<file path="src/rtl/mux_arb_pkg.sv">
// Shared definitions for the round-robin burst arbiter.
//   NUM_PORTS / SEL_W : requester count and grant-index width
//   state_e           : arbiter FSM encoding
//   next_rr()         : round-robin winner search starting at ptr
package mux_arb_pkg;

  localparam int unsigned NUM_PORTS = 8;
  localparam int unsigned SEL_W     = 3;

  typedef enum logic {
    IDLE,
    GRANT
  } state_e;

  // First set bit of valid searching upward from ptr, wrapping 7->0.
  // With no bit set the result is ptr (the caller only uses it when |valid).
  function automatic logic [SEL_W-1:0] next_rr(input logic [NUM_PORTS-1:0] valid,
                                               input logic [SEL_W-1:0]     ptr);
    logic [SEL_W-1:0] win;
    logic [SEL_W-1:0] idx;
    logic             found;
    win   = ptr;
    found = 1'b0;
    for (int unsigned k = 0; k < NUM_PORTS; k++) begin
      idx = ptr + SEL_W'(k);
      if (!found && valid[idx]) begin
        win   = idx;
        found = 1'b1;
      end
    end
    return win;
  endfunction

endpackage

</file>
<file path="src/rtl/data_mux8.sv">
// Purely combinational 8:1 data multiplexer.
//   in_data  : eight WIDTH-bit lanes, lane i at [i*WIDTH +: WIDTH]
//   sel      : lane select
//   out_data : selected lane
module data_mux8
  import mux_arb_pkg::*;
#(
  parameter int unsigned WIDTH = 8
) (
  input  logic [NUM_PORTS*WIDTH-1:0] in_data,
  input  logic [SEL_W-1:0]           sel,
  output logic [WIDTH-1:0]           out_data
);

  always_comb begin
    out_data = in_data[sel*WIDTH +: WIDTH];
  end

endmodule

</file>
<file path="src/rtl/rr_mux_arbiter.sv">
// Round-robin burst arbiter: locks the mux onto one requester for a whole
// burst, forwards its beats, then rotates priority past the winner.
//   clock, reset      : rising-edge clock, async active-low reset
//   io_in_*           : eight valid/ready/last/data requester streams
//   io_out_*          : single muxed output stream
//   io_sel, io_busy   : registered grant index / grant-held flag
//   io_trunc          : one-cycle pulse after a forced (MAX_BEATS) release
module rr_mux_arbiter
  import mux_arb_pkg::*;
#(
  parameter int unsigned WIDTH     = 8,
  parameter int unsigned MAX_BEATS = 16
) (
  input  logic                       clock,
  input  logic                       reset,
  input  logic [NUM_PORTS-1:0]       io_in_valid,
  input  logic [NUM_PORTS-1:0]       io_in_last,
  input  logic [NUM_PORTS*WIDTH-1:0] io_in_data,
  output logic [NUM_PORTS-1:0]       io_in_ready,
  output logic                       io_out_valid,
  output logic                       io_out_last,
  output logic [WIDTH-1:0]           io_out_data,
  input  logic                       io_out_ready,
  output logic [SEL_W-1:0]           io_sel,
  output logic                       io_busy,
  output logic                       io_trunc
);

  localparam int unsigned      CNT_W    = $clog2(MAX_BEATS);
  localparam logic [CNT_W-1:0] LAST_CNT = CNT_W'(MAX_BEATS - 1);

  state_e           state_q, state_d;
  logic [SEL_W-1:0] ptr_q, ptr_d;
  logic [SEL_W-1:0] sel_q, sel_d;
  logic [CNT_W-1:0] cnt_q, cnt_d;
  logic             trunc_q, trunc_d;

  logic granted;
  logic forced;
  logic xfer;

  data_mux8 #(.WIDTH(WIDTH)) u_mux (
    .in_data  (io_in_data),
    .sel      (sel_q),
    .out_data (io_out_data)
  );

  always_comb begin
    granted      = (state_q == GRANT);
    forced       = granted && (cnt_q == LAST_CNT);
    io_out_valid = granted && io_in_valid[sel_q];
    io_out_last  = granted && (io_in_last[sel_q] || (cnt_q == LAST_CNT));
    io_in_ready  = '0;
    if (granted) io_in_ready[sel_q] = io_out_ready;
    xfer         = io_out_valid && io_out_ready;

    state_d = state_q;
    ptr_d   = ptr_q;
    sel_d   = sel_q;
    cnt_d   = cnt_q;
    trunc_d = 1'b0;

    case (state_q)
      IDLE: begin
        if (|io_in_valid) begin
          sel_d   = next_rr(io_in_valid, ptr_q);
          cnt_d   = '0;
          state_d = GRANT;
        end
      end
      GRANT: begin
        if (xfer) begin
          if (io_out_last) begin
            // Counter is cleared rather than incremented on release so it
            // never wraps even when MAX_BEATS fills its width.
            cnt_d   = '0;
            ptr_d   = sel_q + SEL_W'(1);
            state_d = IDLE;
            trunc_d = forced && !io_in_last[sel_q];
          end else begin
            cnt_d = cnt_q + CNT_W'(1);
          end
        end
      end
      default: state_d = IDLE;
    endcase
  end

  always_ff @(posedge clock or negedge reset) begin
    if (!reset) begin
      state_q <= IDLE;
      ptr_q   <= '0;
      sel_q   <= '0;
      cnt_q   <= '0;
      trunc_q <= 1'b0;
    end else begin
      state_q <= state_d;
      ptr_q   <= ptr_d;
      sel_q   <= sel_d;
      cnt_q   <= cnt_d;
      trunc_q <= trunc_d;
    end
  end

  always_comb begin
    io_sel   = sel_q;
    io_busy  = (state_q == GRANT);
    io_trunc = trunc_q;
  end

endmodule

</file>
<file path="config.mk">
export PLATFORM = sky130hd
export DESIGN_NAME = rr_mux_arbiter
export DESIGN_NICKNAME = d
export VERILOG_FILES = /design/src/rtl/mux_arb_pkg.sv /design/src/rtl/data_mux8.sv /design/src/rtl/rr_mux_arbiter.sv
export SDC_FILE = /design/constraint.sdc
export NUM_CORES = 1
export LEC_CHECK = 0
export CAP_MARGIN = 5
export CORE_MARGIN = 8
export CORE_UTILIZATION = 46
export DETAILED_ROUTE_END_ITERATION = 10
export MAX_ROUTING_LAYER = met4
export PLACE_DENSITY_LB_ADDON = 0.1
export SYNTH_ARGS = -nofsm -noshare
export SYNTH_HDL_FRONTEND = slang
export SYNTH_HIERARCHICAL = 1
export SYNTH_SLANG_ARGS = --single-unit
export TNS_END_PERCENT = 1
</file>
<file path="constraint.sdc">
create_clock -name clock -period 8.55 [get_ports clock]
set_clock_uncertainty 0.05 [all_clocks]
set_input_delay 2.1375 -clock clock [delete_from_list [all_inputs] [get_ports clock]]
set_output_delay 2.1375 -clock clock [all_outputs]
set_load 0.1 [all_outputs]
</file>
==> results of run 1 <==
-- stage by stage --
stage | utilization | cell area (µm²) | worst slack (ps) | power [µW]
final | 0.671 | 3340 | 1750 | 1340
after global routing | 0.671 | 3340 | 1680 | 1420
after CTS | 0.671 | 3340 | 1780 | 1340
after detailed placement | 0.663 | 3300 | 1770 | 1280
after global placement | 0.663 | 3300 | 1830 | 1270
after floorplan | - | 2310 | 2110 | 1090
-- layout by cell type (no fill, tap or decap), types with 8 or more instances in the layout --
master and n:
mux2_2 16, mux2i_1 8, nor2_1 13, nand2_1 23, clkdlybuf4s50_1 105, mux4_1 19
o21ai_0 10, dfrtp_1 12, mux4_2 12
-- flip-flops by register name (all words and copies together), names as in the netlist --
register and flops:
io_trunc 1, cnt_q 4, io_busy 1, io_sel 3
ptr_q 3
-- power groups by stage --
stage | sequential [µW] | clock, µW | combinational (µW)
floorplan | 152 | 0 | 934
global placement | 172 | 0 | 1100
detailed placement | 171 | 0 | 1110
CTS | 170 | 51.9 | 1120
global route | 182 | 54.6 | 1180
finish | 169 | 50.1 | 1120
-- routing by layer --
| metal | global-route usage | part of all wire | vias to the layer above |
|---|---|---|---|
| met1 | 0.245 | 0.43 | 1094 |
| met3 | 0.0566 | 0.091 | 10 |
| met5 | - | 0 | - |
| met2 | 0.325 | 0.46 | 104 |
| met4 | 0.0423 | 0.016 | 0 |
| li1 | - | - | 1060 |
-- critical path, stage by stage --
cell and delay (ps):
clkdlybuf4s50_1 400, mux4_2 450, mux2i_1 370, nand2_1 120, and2_1 180, clkdlybuf4s50_1 960
-- path summary, 6_finish.rpt --
path	end	slack (ps)	cells after the start	from
max in group asynchronous	cnt_q[3]$_DFFE_PN0P_	5860	1	reset
min in group asynchronous	io_trunc$_DFF_PN0_	2210	1	reset
worst min-delay path	cnt_q[1]$_DFFE_PN0P_	460	2	cnt_q[1]$_DFFE_PN0P_
worst min register to register	cnt_q[1]$_DFFE_PN0P_	460	2	cnt_q[1]$_DFFE_PN0P_
worst max-delay path	io_out_last	1750	6	io_in_last[5]
worst max register to register	io_sel[2]$_DFFE_PN0P_	4610	9	ptr_q[0]$_DFFE_PN0P_
-- final cells by class --
type | count | area, µm²
multi-input cells | 181 | 1830
fillers | 422 | 1640
clock buffers | 3 | 41.3
flip-flops and latches | 12 | 300
well taps | 70 | 87.6
repair buffers | 106 | 1060
inverters | 5 | 18.8
-- kinds of logic after synthesis --
family / after synthesis / share of synthesized area
AND/OR/NAND/NOR: 71 / 0.156
AO/OA/AOI/OAI: 43 / 0.129
buffers and inverters: 22 / 0.0763
adder cells (fa/ha/maj): 4 / 0.0217
XOR/XNOR: 4 / 0.0152
multiplexers: 59 / 0.472
flip-flops: 12 / 0.130
-- cell usage after synthesis, types with 7 or more instances --
cell type,instances
mux4_1,19
mux2i_1,8
nor3_1,7
a21oi_1,7
mux4_2,12
mux2_2,16
nor2_1,13
nand2_1,23
dfrtp_1,12
o21ai_0,10
==> PnR_summary.wiki, run 1 <==
{| class="wikitable"
! Metric !! Value
|-
| Status || completed
|-
| Via count of the first global-routing pass || 2275
|-
| Final net count || 396
|-
| Synthesized area divided by synthesized cell count || 10.7 µm²
|-
| Static leakage || 0.00125 µW
|-
| Main flop type after synthesis || dfrtp_1
|-
| First drt pass iteration count || 4
|-
| Seq/Total Area, Yosys || 0.130
|-
| Antenna violations before repair || 0
|-
| Gate count of the mapped netlist || 215
|-
| Num ports || 106
|-
| Final critical-path required period || 6800 ps
|-
| Post-detailed-routing wire length || 7690 µm
|-
| Routed wire per std cell || 20.4 µm
|-
| Clock slew seen by the registers of the worst setup and hold paths || 50 ps
|-
| Unrepaired setup endpoints after global routing || no
|-
| Design internal power || 556 µW
|-
| Fraction of layout cells with a size suffix above 1 || 0.150
|-
| Global routing usage summed across all routing layers || 0.201
|-
| Proportion of synthesized flip-flops having asynchronous set or reset || 1.00
|-
| Synth top area share || 0.216
|-
| Synthesized flop and latch total || 12
|-
| Required time of the critical path || 6360 ps
|-
| Placed Cells || 374
|-
| Sum of overflow across all layers after global routing || 0
|-
| Maximum buffer depth of the clock tree || 2
|-
| First-pass GRT wire length || 11700 µm
|-
| Antenna Nets Post-Route || 0
|-
| Std cell rows || 26
|-
| Fraction of power consumed by the clock network || 0.037
|-
| Cell types with the largest area share after synthesis || mux4_1 22%, dfrtp_1 13%, mux4_2 12%, mux2_2 7.8%, nand2_1 3.7%
|-
| Slew of the pin with the lowest slew margin || 1030 ps
|-
| Height of the die || 86.9 µm
|-
| Clock insertion delay at the later pin of the skew report || 240 ps
|-
| Cell area after synthesis || 0.00231 mm²
|-
| Ratio of total power to cell area || 400 mW/mm²
|-
| Setup Viol. Count Final || 0
|-
| Crit Path Category || input port to output pin
|-
| CP Launch Type || input port
|-
| Critical Path Sink Type || output pin
|-
| Filler-free cell count of the finished design || 377
|-
| Via density per instance || 6.02
|-
| Half-perimeter wire length after placement || 6340 µm
|-
| Number of enable flip-flop cells after synthesis || 0
|-
| Share of the clock period used by the worst path || 0.795
|-
| Maximum Capacitance Violations || 0
|-
| Width of the die || 86.9 µm
|-
| DRT iter0 DRCs || 88
|-
| Final RePlAce weighted congestion || 0.889
|-
| Number of remaining DRC errors || 0
|-
| Pin count of the biggest net entering global routing || 29
|-
| Library cell occupying the most area in the post-synthesis netlist || mux4_1
|-
| Sum of negative setup slack || 0 ps
|-
| Starting density of the core || 0.464
|-
| Buffer cell driving the clock tree root || clkbuf_8
|-
| Post-CTS Setup Inserts || 0
|-
| Layout overhead on the synthesized area || 44.6%
|-
| Worst supply voltage drop on vdd || 213 µV
|-
| Diode count || 0
|-
| Via Count || 2268
|-
| Maximum operating frequency || 147 MHz
|-
| Number of buffers inserted for hold repair after clock tree synthesis || 0
|-
| Min-delay worst type || flop to flop
|-
| DIE AREA || 0.00755 mm²
|-
| Top fanout value on the critical path || 4
|-
| Number of port buffers || 105
|-
| Flop pwr share || 0.126
|-
| Number of endpoints with negative hold slack in the final report || 0
|-
| TritonCTS clock tree || built
|-
| Core outline area || 0.00498 mm²
|-
| Post-synthesis net count || 302
|-
| Post_cts resized || 0
|-
| Worst path arrival time || 4610 ps
|-
| Worst slew slack as a fraction of its limit || 0.310
|-
| Net switching component of the power || 781 µW
|-
| Post-synthesis cell type count || 55
|-
| Clock tree sinks || 12
|-
| Count of yosys warnings during synthesis || 6
|-
| Number of buffers created by CTS || 3
|-
| Power share of the combinational group || 0.836
|-
| Fin Hold WS || 462 ps
|-
| Total count of max-transition violations in the final report || 0
|-
| H-tree lvl count || 1
|-
| Switching Fraction || 0.584
|}
No activity file was read; power rests on OpenSTA's default activity.
==> run 2: changes to the inputs <==
--- a/config.mk
+++ b/config.mk
@@ -7,7 +7,7 @@
 export LEC_CHECK = 0
 export CAP_MARGIN = 5
 export CORE_MARGIN = 8
-export CORE_UTILIZATION = 46
+export CORE_UTILIZATION = 39
 export DETAILED_ROUTE_END_ITERATION = 10
 export MAX_ROUTING_LAYER = met4
 export PLACE_DENSITY_LB_ADDON = 0.1
==> constraint.sdc (replaced) <==
create_clock -name clock -period 5.5 [get_ports clock]
set_clock_uncertainty 0.05 [all_clocks]
set_input_delay 1.375 -clock clock [delete_from_list [all_inputs] [get_ports clock]]
set_output_delay 1.375 -clock clock [all_outputs]
set_load 0.1 [all_outputs]
==> run 2 against run 1 <==
Against the previous run:
- register-to-register slack lost 3100 ps
- routed wire length shrank 3.9%
- final area shrank 0.52%
- clock-buffer cell count grew 1
- sequential power grew 53%
- die area grew 15%
- critical path type unchanged
- critical path depth is the same
- non-clock buffer count grew 1
- utilization shrank 10 points
- clock power grew 90%
- first-iteration DRC count grew to 2.6 times the previous value
- sequential share of layout area is essentially flat
==> PnR_summary.wiki, run 2 (synthesis results as in run 1) <==
{| class="wikitable"
! Metric !! Value
|-
| Status || completed (unchanged)
|-
| Clock insertion delay at the later pin of the skew report || 240 ps (about the same)
|-
| Total count of max-transition violations in the final report || 0 (unchanged)
|-
| Number of port buffers || 105 (unchanged)
|-
| Clock slew seen by the registers of the worst setup and hold paths || 50 ps (about the same)
|-
| Setup Viol. Count Final || 0 (unchanged)
|-
| Post_cts resized || 0 (unchanged)
|-
| Via count of the first global-routing pass || 2142 (was 2275)
|-
| Worst supply voltage drop on vdd || 415 µV (was 213 µV)
|-
| Unrepaired setup endpoints after global routing || no (unchanged)
|-
| Via Count || 2203 (was 2268)
|-
| Sum of negative setup slack || 0 ps (unchanged)
|-
| Hold wc startpoint || cnt_q[1]$_DFFE_PN0P_ (unchanged)
|-
| Critical Path Sink Type || output pin (unchanged)
|-
| Post-CTS Setup Inserts || 0 (unchanged)
|-
| Number of buffers created by CTS || 3 (unchanged)
|-
| Diode count || 0 (unchanged)
|-
| Fraction of layout cells with a size suffix above 1 || 0.214 (was 0.150)
|-
| Antenna violations before repair || 0 (unchanged)
|-
| Final net count || 397 (was 396)
|-
| Slew of the pin with the lowest slew margin || 999 ps (was 1030 ps)
|-
| DRT iter0 DRCs || 233 (was 88)
|-
| Clock tree sinks || 12 (unchanged)
|-
| Required time of the critical path || 4070 ps (was 6360 ps)
|-
| First drt pass iteration count || 4 (unchanged)
|-
| Post-detailed-routing wire length || 7390 µm (was 7690 µm)
|-
| Height of the die || 93.0 µm (was 86.9 µm)
|-
| Worst reg-to-reg path cell count || 9 (unchanged)
|-
| Maximum buffer depth of the clock tree || 2 (unchanged)
|-
| Number of cells on the worst hold path || 2 (unchanged)
|-
| Antenna Nets Post-Route || 0 (unchanged)
|-
| Worst path arrival time || 3010 ps (was 4610 ps)
|-
| Starting density of the core || 0.397 (was 0.464)
|-
| Num ports || 106 (unchanged)
|-
| FF-to-FF Start || ptr_q[0]$_DFFE_PN0P_ (unchanged)
|-
| Most common library cell in the layout ignoring fill and taps || clkdlybuf4s50_1 (unchanged)
|-
| Crit Path Category || input port to output pin (unchanged)
|-
| H-tree lvl count || 1 (unchanged)
|-
| Buffer cell driving the clock tree root || clkbuf_8 (unchanged)
|-
| Routed wire per std cell || 19.3 µm (was 20.4 µm)
|-
| Worst setup startpoint || io_in_last[7] (was io_in_last[5])
|-
| Share of the clock period used by the worst path || 0.806
|-
| DIE AREA || 0.00864 mm² (was 0.00755 mm²)
|-
| Worst slew slack as a fraction of its limit || 0.332 (was 0.310)
|-
| First-pass GRT wire length || 11700 µm (about the same)
|-
| Core outline area || 0.00582 mm² (was 0.00498 mm²)
|-
| Top fanout value on the critical path || 4 (unchanged)
|-
| Static leakage || 0.00129 µW (was 0.00125 µW)
|-
| Number of endpoints with negative hold slack in the final report || 0 (unchanged)
|-
| Final RePlAce weighted congestion || 0.900 (was 0.889)
|-
| Half-perimeter wire length after placement || 6010 µm (was 6340 µm)
|-
| Layout overhead on the synthesized area || 43.8% (was 44.6%)
|-
| Largest Register || cnt_q (unchanged)
|-
| TritonCTS clock tree || built (unchanged)
|-
| Number of remaining DRC errors || 0 (unchanged)
|-
| CP Launch Type || input port (unchanged)
|-
| Ratio of total power to cell area || 624 mW/mm² (was 400 mW/mm²)
|-
| Flip-flop count of the largest register after layout || 4 (unchanged)
|-
| Final critical-path required period || 4430 ps
|-
| Maximum Capacitance Violations || 0 (unchanged)
|-
| Via density per instance || 5.74 (was 6.02)
|-
| Total power draw || 2080 µW (was 1340 µW)
|-
| Min-delay worst type || flop to flop (unchanged)
|-
| Number of buffers inserted for hold repair after clock tree synthesis || 0 (unchanged)
|-
| Pin count of the biggest net entering global routing || 22 (was 29)
|-
| Maximum operating frequency || 226 MHz
|-
| Global routing usage summed across all routing layers || 0.171 (was 0.201)
|-
| Std cell rows || 28 (was 26)
|-
| Most frequent cells in the layout || 87 x clkdlybuf4s50_1, 23 x nand2_1, 20 x buf_4 (was 105 x clkdlybuf4s50_1, 23 x nand2_1, 19 x mux4_1)
|-
| Width of the die || 93.0 µm (was 86.9 µm)
|-
| Sum of overflow across all layers after global routing || 0 (unchanged)
|}
[run 2: worst paths after layout]
check	to	slack, ps
max	io_out_last	1070
min	cnt_q[1]$_DFFE_PN0P_	470
max reg2reg	io_sel[2]$_DFFE_PN0P_	1530
min reg2reg	cnt_q[1]$_DFFE_PN0P_	470
max in group asynchronous	io_sel[1]$_DFFE_PN0P_	3620
min in group asynchronous	cnt_q[1]$_DFFE_PN0P_	1430
[run 2: layer usage]
layer  vias up  share of wire  track usage
met5         -              0            -
met4         0         0.0054       0.0322
met3         4          0.056       0.0256
met2        84           0.50        0.279
met1      1049           0.44        0.220
li1       1066              -            -
[run 2: stage by stage]
step	hold slack, ps	setup slack [ps]	std cells	util	area [µm²]
after floorplan	425	551	215	-	2310
after global placement	443	1110	380	0.562	3270
after detailed placement	459	1080	380	0.562	3270
after CTS	471	1070	384	0.571	3320
after global routing	483	974	384	0.571	3320
final	471	1070	384	0.571	3320
[run 2: area by class of cell]
type,instances,area (µm²)
sequential,12,300
inverter,5,18.8
multi-input combinational,181,1830
timing repair buffer,107,1020
clock buffer,4,55.1
fill,519,2490
tap,75,93.8
[run 2: power by group]
group / internal (µW) / switching [µW] / leakage [µW]
Clock: 63.2 / 31.9 / 0.0000288
Combinational: 675 / 1050 / 0.00110
Sequential: 122 / 137 / 0.000154
Total: 860 / 1220 / 0.00129
[run 2: critical path: stages]
cell and delay (ps):
clkdlybuf4s50_1 390, mux4_2 460, mux2i_1 260, nand2_1 120, and2_1 180, buf_4 230
